--- src/rtl/alu_pkg.sv ---
// Shared ALU definitions: control encodings and multiplier sequencer states.
package alu_pkg;

    localparam logic [2:0] ALU_AND = 3'b000;
    localparam logic [2:0] ALU_OR  = 3'b001;
    localparam logic [2:0] ALU_ADD = 3'b010;
    localparam logic [2:0] ALU_SUB = 3'b110;
    localparam logic [2:0] ALU_SLT = 3'b111;

    typedef enum logic [1:0] {
        ST_IDLE = 2'd0,
        ST_ITER = 2'd1,
        ST_DONE = 2'd2
    } mul_state_t;

endpackage

--- src/rtl/alu_mul_seq.sv ---
// Sequential shift-add unsigned multiplier that borrows the shared ALU adder,
// one iteration per granted cycle, 64-bit product on {prod_hi, prod_lo}.
module alu_mul_seq
    import alu_pkg::*;
#(
    parameter int unsigned WIDTH      = 32,
    parameter bit          EARLY_ZERO = 1'b1
) (
    input  logic             clk,
    input  logic             rst_n,
    input  logic             start,
    input  logic [WIDTH-1:0] op_a,
    input  logic [WIDTH-1:0] op_b,
    output logic             busy,
    output logic             done,
    output logic [WIDTH-1:0] prod_hi,
    output logic [WIDTH-1:0] prod_lo,
    output logic             alu_req,
    input  logic             alu_gnt,
    output logic [WIDTH-1:0] alu_a,
    output logic [WIDTH-1:0] alu_b,
    output logic [2:0]       alu_ctrl,
    input  logic [WIDTH-1:0] alu_result,
    input  logic             alu_zero
);

    localparam int unsigned CNT_W = (WIDTH > 1) ? $clog2(WIDTH) : 1;

    mul_state_t       r_state;
    logic [CNT_W-1:0] r_cnt;
    logic [WIDTH-1:0] r_mcand;
    logic [WIDTH-1:0] r_hi;
    logic [WIDTH-1:0] r_lo;
    logic [WIDTH-1:0] r_prod_hi;
    logic [WIDTH-1:0] r_prod_lo;

    logic             w_in_iter;
    logic             w_zero_op;
    logic             w_carry;
    logic             w_last;
    logic [WIDTH-1:0] w_next_hi;
    logic [WIDTH-1:0] w_next_lo;
    logic             w_unused_zero;

    assign w_in_iter = (r_state == ST_ITER);
    assign w_zero_op = EARLY_ZERO && ((op_a == '0) || (op_b == '0));
    // The ALU only returns WIDTH bits; the lost carry-out is recovered by
    // noticing the unsigned sum wrapped below its addend.
    assign w_carry   = (alu_result < alu_a);
    assign w_next_hi = {w_carry, alu_result[WIDTH-1:1]};
    assign w_next_lo = {alu_result[0], r_lo[WIDTH-1:1]};
    assign w_last    = (r_cnt == CNT_W'(WIDTH - 1));

    // The zero flag is reserved for future use and intentionally ignored.
    assign w_unused_zero = alu_zero;

    assign busy     = (r_state != ST_IDLE);
    assign done     = (r_state == ST_DONE);
    assign prod_hi  = r_prod_hi;
    assign prod_lo  = r_prod_lo;
    assign alu_req  = w_in_iter;
    assign alu_a    = w_in_iter ? r_hi : '0;
    assign alu_b    = (w_in_iter && r_lo[0]) ? r_mcand : '0;
    assign alu_ctrl = w_in_iter ? ALU_ADD : ALU_AND;

    // FSM, iteration counter and {hi,lo} shift register; product latched on completion.
    always_ff @(posedge clk or negedge rst_n) begin
        if (!rst_n) begin
            r_state   <= ST_IDLE;
            r_cnt     <= '0;
            r_mcand   <= '0;
            r_hi      <= '0;
            r_lo      <= '0;
            r_prod_hi <= '0;
            r_prod_lo <= '0;
        end else begin
            case (r_state)
                ST_IDLE: begin
                    if (start) begin
                        r_mcand <= op_a;
                        r_hi    <= '0;
                        r_lo    <= op_b;
                        r_cnt   <= '0;
                        if (w_zero_op) begin
                            r_prod_hi <= '0;
                            r_prod_lo <= '0;
                            r_state   <= ST_DONE;
                        end else begin
                            r_state <= ST_ITER;
                        end
                    end
                end
                ST_ITER: begin
                    if (alu_gnt) begin
                        r_hi <= w_next_hi;
                        r_lo <= w_next_lo;
                        if (w_last) begin
                            r_prod_hi <= w_next_hi;
                            r_prod_lo <= w_next_lo;
                            r_state   <= ST_DONE;
                        end else begin
                            r_cnt <= r_cnt + 1'b1;
                        end
                    end
                end
                ST_DONE: begin
                    r_state <= ST_IDLE;
                end
                default: begin
                    r_state <= ST_IDLE;
                end
            endcase
        end
    end

endmodule

--- config.mk ---
export PLATFORM = sky130hd
export DESIGN_NAME = alu_mul_seq
export DESIGN_NICKNAME = d
export VERILOG_FILES = /design/src/rtl/alu_pkg.sv /design/src/rtl/alu_mul_seq.sv
export SDC_FILE = /design/constraint.sdc
export NUM_CORES = 1
export LEC_CHECK = 0
export CAP_MARGIN = 30
export CORE_UTILIZATION = 30
export DETAILED_ROUTE_END_ITERATION = 8
export SLEW_MARGIN = 20
export SYNTH_ARGS = -nofsm -noshare
export SYNTH_HDL_FRONTEND = slang
export SYNTH_SLANG_ARGS = --single-unit
--- constraint.sdc ---
create_clock -name clk -period 4.8 [get_ports clk]
set_input_delay 0.96 -clock clk [delete_from_list [all_inputs] [get_ports clk]]
set_output_delay 0.96 -clock clk [all_outputs]
set_load 0.02 [all_outputs]
==> results of run 1 <==
worst max-delay path: cells and delay by family (launching register included):
kind | cells | cell delay (ns)
DFF | 1 | 0.45
and+or+nand+nor | 2 | 0.40
buffers and inverters | 2 | 1.32
final timing paths:
| check | start | endpoint | slack [ns] | cells past startpoint |
|---|---|---|---|---|
| setup / recovery | r_state[1] | alu_b[0] | 1.15 | 4 |
| hold / removal | rst_n | prod_lo[15] | 0.41 | 1 |
| setup reg to reg | r_state[1] | r_hi[31] | 1.63 | 10 |
| hold reg to reg | r_hi[5] | r_hi[5] | 0.48 | 2 |
| max in group asynchronous | rst_n | r_mcand[0] | 3.29 | 3 |
| min in group clk | r_hi[5] | r_hi[5] | 0.48 | 2 |
final cells by class:
cell class                 instances  area (µm²)  area share
tap                              335       419.2     0.03713
clock inverter                    15       165.2     0.01463
inverter                          35       131.4     0.01164
clock buffer                      17       425.4     0.03769
multi-input combinational        612        3520      0.3118
timing repair buffer             242        2449      0.2169
sequential                       167        4179      0.3702
power breakdown:
group	switching (mW)	internal [mW]	total (mW)
registers	0.358	2.05	2.41
logic	2.09	1.61	3.70
clock network	0.675	0.700	1.37
total	3.12	4.36	7.49
logic make-up after synthesis:
| family | synth area share |
|---|---|
| other cells | 0.0004637 |
| xor+xnor | 0.002167 |
| simple gates | 0.1813 |
| flops | 0.5168 |
| compound gates | 0.1103 |
| mux | 0.08680 |
| fa+ha+maj | 0.05106 |
| buf+inv | 0.05106 |
synthesized netlist by cell type (3+ instances only):
| library cell | count | area, µm² |
|---|---|---|
| nand2_1 | 267 | 1002 |
| dfrtp_1 | 167 | 4179 |
| o21ai_0 | 121 | 605.6 |
| clkbuf_1 | 37 | 138.9 |
| inv_1 | 35 | 131.4 |
| and3_1 | 33 | 206.5 |
| ha_1 | 33 | 412.9 |
| mux2_2 | 33 | 371.6 |
| mux2i_1 | 33 | 330.3 |
| nor4_1 | 18 | 112.6 |
| a21oi_1 | 15 | 75.07 |
| buf_2 | 15 | 75.07 |
| nor2_1 | 11 | 41.29 |
| nand4_1 | 8 | 50.05 |
| o21ai_1 | 7 | 35.03 |
| a22o_1 | 4 | 35.03 |
| buf_1 | 3 | 11.26 |
| buf_4 | 3 | 22.52 |
| buf_6 | 3 | 33.78 |
| nor2b_1 | 3 | 18.77 |
| o21ai_2 | 3 | 26.28 |
through the flow:
stage	power (mW)	instance area, µm²	setup slack, ns	utilization
after floorplan	4.641	8090	2.021	-
after global placement	6.106	10660	1.585	0.4054
after detailed placement	6.175	10680	1.551	0.4065
after CTS	7.585	11270	1.135	0.4290
after global routing	8.064	11290	1.018	0.4295
final	7.486	11290	1.153	0.4295
routing by layer:
layer	track usage	vias up
met5	0	-
met3	0.03289	17
met1	0.2270	3103
li1	-	3335
met2	0.2557	158
met4	0.04957	0
sequential cells by signal, summed over array words and instances, names as in the netlist:
signal	cells
prod_hi	32
prod_lo	32
r_hi	32
r_lo	32
r_mcand	32
r_cnt	5
r_state	2
layout by cell type (no fill, tap or decap), types with 3 or more instances in the layout:
cell type,instances
nand2_1,267
clkdlybuf4s50_1,230
clkinv_4,5
mux2_2,33
nor2_1,10
o21ai_0,121
inv_1,35
and3_1,33
ha_1,33
o21ai_1,7
a21oi_1,15
inv_8,5
buf_4,7
dfrtp_1,167
o21ai_2,3
a22o_1,4
nor4_1,18
clkbuf_16,17
nand4_1,8
mux2i_1,33
clkinv_8,3
==> key figures, run 1 <==
Route
  • WL met2: 10.04 mm
  • 1st-iter DRT viols: 304
  • Pre-antenna DRT Iters: 6
  • Wire length on met3: 1.091 mm
  • Routed vias/inst: 4.647
  • Vias after detailed routing: 6,613
  • Routed metal-1 wire length: 10.43 mm
  • Routed Antenna Nets: 0
  • Drt drc: 9
  • Drt wl/cell: 15.39 µm
  • Drt total wl: 21.89 mm
  • Top routing layer used: met4

STA
  • Final Max Slew Viols: 0
  • Final Hold Fails: 0
  • Final count of negative-setup-slack endpoints: 0
  • Fmax: 274.2 MHz
  • Worst-Margin Slew: 0.9578 ns
  • Setup TNS Final: 0 ns
  • Hold WS: 0.4084 ns
  • Rel. slew slack: 0.3615
  • Unrepaired setup endpoints after global routing: no
  • Crit path time final: 3.647 ns
  • Clock Skews: 0.01163 ns
  • Tcrit/Tclk final: 0.7597

Global route
  • Total gr overflow: 0
  • First-pass GRT wire length: 36.01 mm
  • Initial antenna violation count: 0
  • Gr usage total: 0.1634
  • Largest net degree at the start of global routing: 113
  • Vias in the first global route: 6,523

Floorplan
  • Site Rows: 59
  • Core Area: 26,280 µm²
  • Die Height: 166.2 µm
  • # IOs: 235
  • Initial Utilization: 0.3077
  • Die Wd: 166.2 µm
  • Die ar.: 27,620 µm²

Power and ir drop
  • Leak: 5.232 nW
  • Max rail drop VDD: 466.8 µV
  • Power per cell area: 663.1 nW/µm²

Synth
  • Count of cell types in the netlist: 38
  • Cell count after synthesis: 874
  • Synth Warn #: 0
  • Avg Inst Size Synth: 9.252 µm²
  • Register area share after synthesis: 0.5168
  • Cell area after synthesis: 8087 µm²
  • Most used DFF post-synth: dfrtp_1
  • EDFF count, synth: 0
  • Register bit total from synthesis: 167
  • Asr flop ratio synth: 1.000

Clock network
  • Quantity of gates resized following cts: 0
  • Number of setup buffers added after CTS: 0
  • Worst-path clk slew: 0.08 ns
  • # hold bufs at CTS: 0
  • Root Buffer: clkbuf_16
  • Total CTS buffers: 17
  • Worst skew pair latency: 0.42 ns
  • Clk buf depth: 2
  • CTS tree: done
  • CTS HTree Levels: 4
  • Clock sink count: 167

Finish
  • Ant. Diodes: 0
  • Layout area overhead: 39.59%
  • Fin nets: 1,209
  • Layout cells sized above 1: 0.07904
  • Finished Layout Cells: 1,423
  • Fillers: 2,623

Setup path
  • Arr. time, crit path: 2.69 ns
  • Setup crit end kind: primary output
  • CP Class: reg2out
  • Slowest-stage cell, CP: buf_4
  • Critical Path RT: 3.84 ns
  • Startpoint types: flop
  • Critical-path maximum fanout: 82
  • Crit-path max cell delay: 0.68 ns
  • Critical-path cell list: nor2b_4 -> buf_4 -> and3_1 -> clkdlybuf4s50_1

Placed design
  • Placed Cells incl. Taps: 1,390
  • # port buffers: 231
  • Final Wtd Congestion: 0.7667
  • Detailed placement HPWL: 15.12 mm

Outcome
  • Outcome: complete, but fails checks
  • Violated checks: design-rule violations

Job
  • Max Cap Viol: 0

Hold path
  • Hold Crit Class: in2async
No activity file was read; power rests on OpenSTA's default activity.
==> run 2, diff against run 1 <==
==> constraint.sdc (replaced) <==
create_clock -name clk -period 3.24 [get_ports clk]
set_input_delay 0.648 -clock clk [delete_from_list [all_inputs] [get_ports clk]]
set_output_delay 0.648 -clock clk [all_outputs]
set_load 0.02 [all_outputs]
==> run 2 against run 1 <==
Effect of this change: the run still ends with design-rule violations left; worst setup slack lost 0.78 ns; clock power up 48%; core utilization is 0.17 points higher; die area stayed put; wire length increased by 1.8%; sequential share of layout area down 0.15 points; combinational power up 51%; via count increased by 0.94%; global-route usage up 0.16 points; highest routed layer unchanged.
==> key figures, run 2 (synthesis gave the netlist of run 1 again) <==
STA
  • Fmax: 348.4 MHz
  • Setup TNS Final: 0 ns
  • Rel. slew slack: 0.4771
  • Hold WS: 0.2770 ns
  • Unrepaired setup endpoints after global routing: no
  • Final Max Slew Viols: 0
  • Final Hold Fails: 0
  • Final count of negative-setup-slack endpoints: 0
  • Clock Skews: 0.009727 ns
  • Tcrit/Tclk final: 0.8859
  • Worst-Margin Slew: 0.7843 ns
  • Crit path time final: 2.870 ns

Finish
  • Ant. Diodes: 0
  • Fillers: 2,606
  • Layout cells sized above 1: 0.08577
  • Finished Layout Cells: 1,431
  • Layout area overhead: 40.15%
  • Area of the multi-input gates: 3520 µm²
  • Most common cell after layout, fill and taps aside: nand2_1
  • FF+latch area: 4179 µm²
  • Most frequent cells in the layout: nand2_1 (267), clkdlybuf4s50_1 (230), dfrtp_1 (167)
  • Fin nets: 1,217

Floorplan
  • # IOs: 235
  • Die ar.: 27,620 µm²
  • Die Height: 166.2 µm
  • Initial Utilization: 0.3077
  • Site Rows: 59
  • Core Area: 26,280 µm²
  • Die Wd: 166.2 µm

Route
  • Vias after detailed routing: 6,675
  • Routed vias/inst: 4.665
  • Drt drc: 9
  • Drt wl/cell: 15.57 µm
  • Pre-antenna DRT Iters: 7
  • Routed Antenna Nets: 0
  • Drt total wl: 22.28 mm
  • 1st-iter DRT viols: 303

Clock network
  • # hold bufs at CTS: 0
  • Number of setup buffers added after CTS: 0
  • Clock sink count: 167
  • Clk buf depth: 2
  • Total CTS buffers: 17
  • Quantity of gates resized following cts: 0
  • CTS HTree Levels: 4
  • Worst-path clk slew: 0.07 ns
  • Root Buffer: clkbuf_16
  • CTS tree: done
  • Worst skew pair latency: 0.42 ns

Setup path
  • Startpoint types: flop
  • Worst R2R Setup Slack: 0.58 ns
  • Setup crit end kind: primary output
  • Critical Path RT: 2.59 ns
  • CP Class: reg2out
  • Arr. time, crit path: 2.22 ns
  • Critical-path maximum fanout: 33

Power and ir drop
  • Max rail drop VDD: 521.9 µV
  • Power per cell area: 985.2 nW/µm²
  • Leak: 5.261 nW

Placed design
  • Detailed placement HPWL: 15.76 mm
  • Placed Cells incl. Taps: 1,399
  • # port buffers: 231
  • Final Wtd Congestion: 0.7699

Job
  • Max Cap Viol: 0

Global route
  • Largest net degree at the start of global routing: 81
  • First-pass GRT wire length: 36.36 mm
  • Initial antenna violation count: 0
  • Vias in the first global route: 6,607
  • Total gr overflow: 0
  • Gr usage total: 0.1650

Hold path
  • Hold Crit Class: in2async

Outcome
  • Outcome: complete, but fails checks
  • Violated checks: design-rule violations
## run 2: final timing paths
| path | cells past startpoint | startpoint | end |
|---|---|---|---|
| max in group asynchronous | 2 | rst_n | prod_hi[19] |
| worst min register to register | 2 | r_hi[7] | r_hi[7] |
| worst min-delay path | 1 | rst_n | prod_lo[16] |
| worst max register to register | 10 | r_state[1] | r_hi[31] |
| min in group clk | 2 | r_hi[7] | r_hi[7] |
| worst max-delay path | 4 | r_state[1] | alu_b[9] |
## run 2: area by class of cell
class                   instances  share of cell area
clock buffers                  18             0.03875
clock inverters                14             0.01225
inverters                      35             0.01159
multi-input cells             612              0.3106
flip-flops and latches        167              0.3687
well taps                     335             0.03698
repair buffers                250              0.2211
## run 2: through the flow
step           power, mW  worst slack, ns  area, µm²    util
3_3_place_gp       9.147           0.2867      10760  0.4093
4_1_cts            11.31           0.3192      11330  0.4313
6_report           11.17           0.3698      11330  0.4313
3_5_place_dp       9.236           0.2800      10760  0.4093
2_1_floorplan      6.875           0.4606       8090       -
5_1_grt            12.02           0.2360      11330  0.4313
## run 2: power breakdown
group          internal [mW]  switching (mW)  leakage (nW)
clock                   1.10           0.930         0.277
sequential              3.04           0.528          2.12
combinational           2.44            3.12          2.87
total                   6.59            4.58          5.26
## run 2: per-layer routing
| metal | vias up | wire length [µm] | global-route usage |
|---|---|---|---|
| met2 | 145 | 10250 | 0.2614 |
| li1 | 3354 | - | - |
| met1 | 3157 | 10740 | 0.2289 |
| met4 | 0 | 356 | 0.05120 |
| met3 | 19 | 932 | 0.02908 |
| met5 | - | 0 | 0 |
## run 2: worst max-delay path, stage by stage (launching register included)
cell	delay, ns
dfrtp_1	0.45
nor2b_4	0.19
buf_4	0.32
and3_1	0.20
clkdlybuf4s50_1	0.63
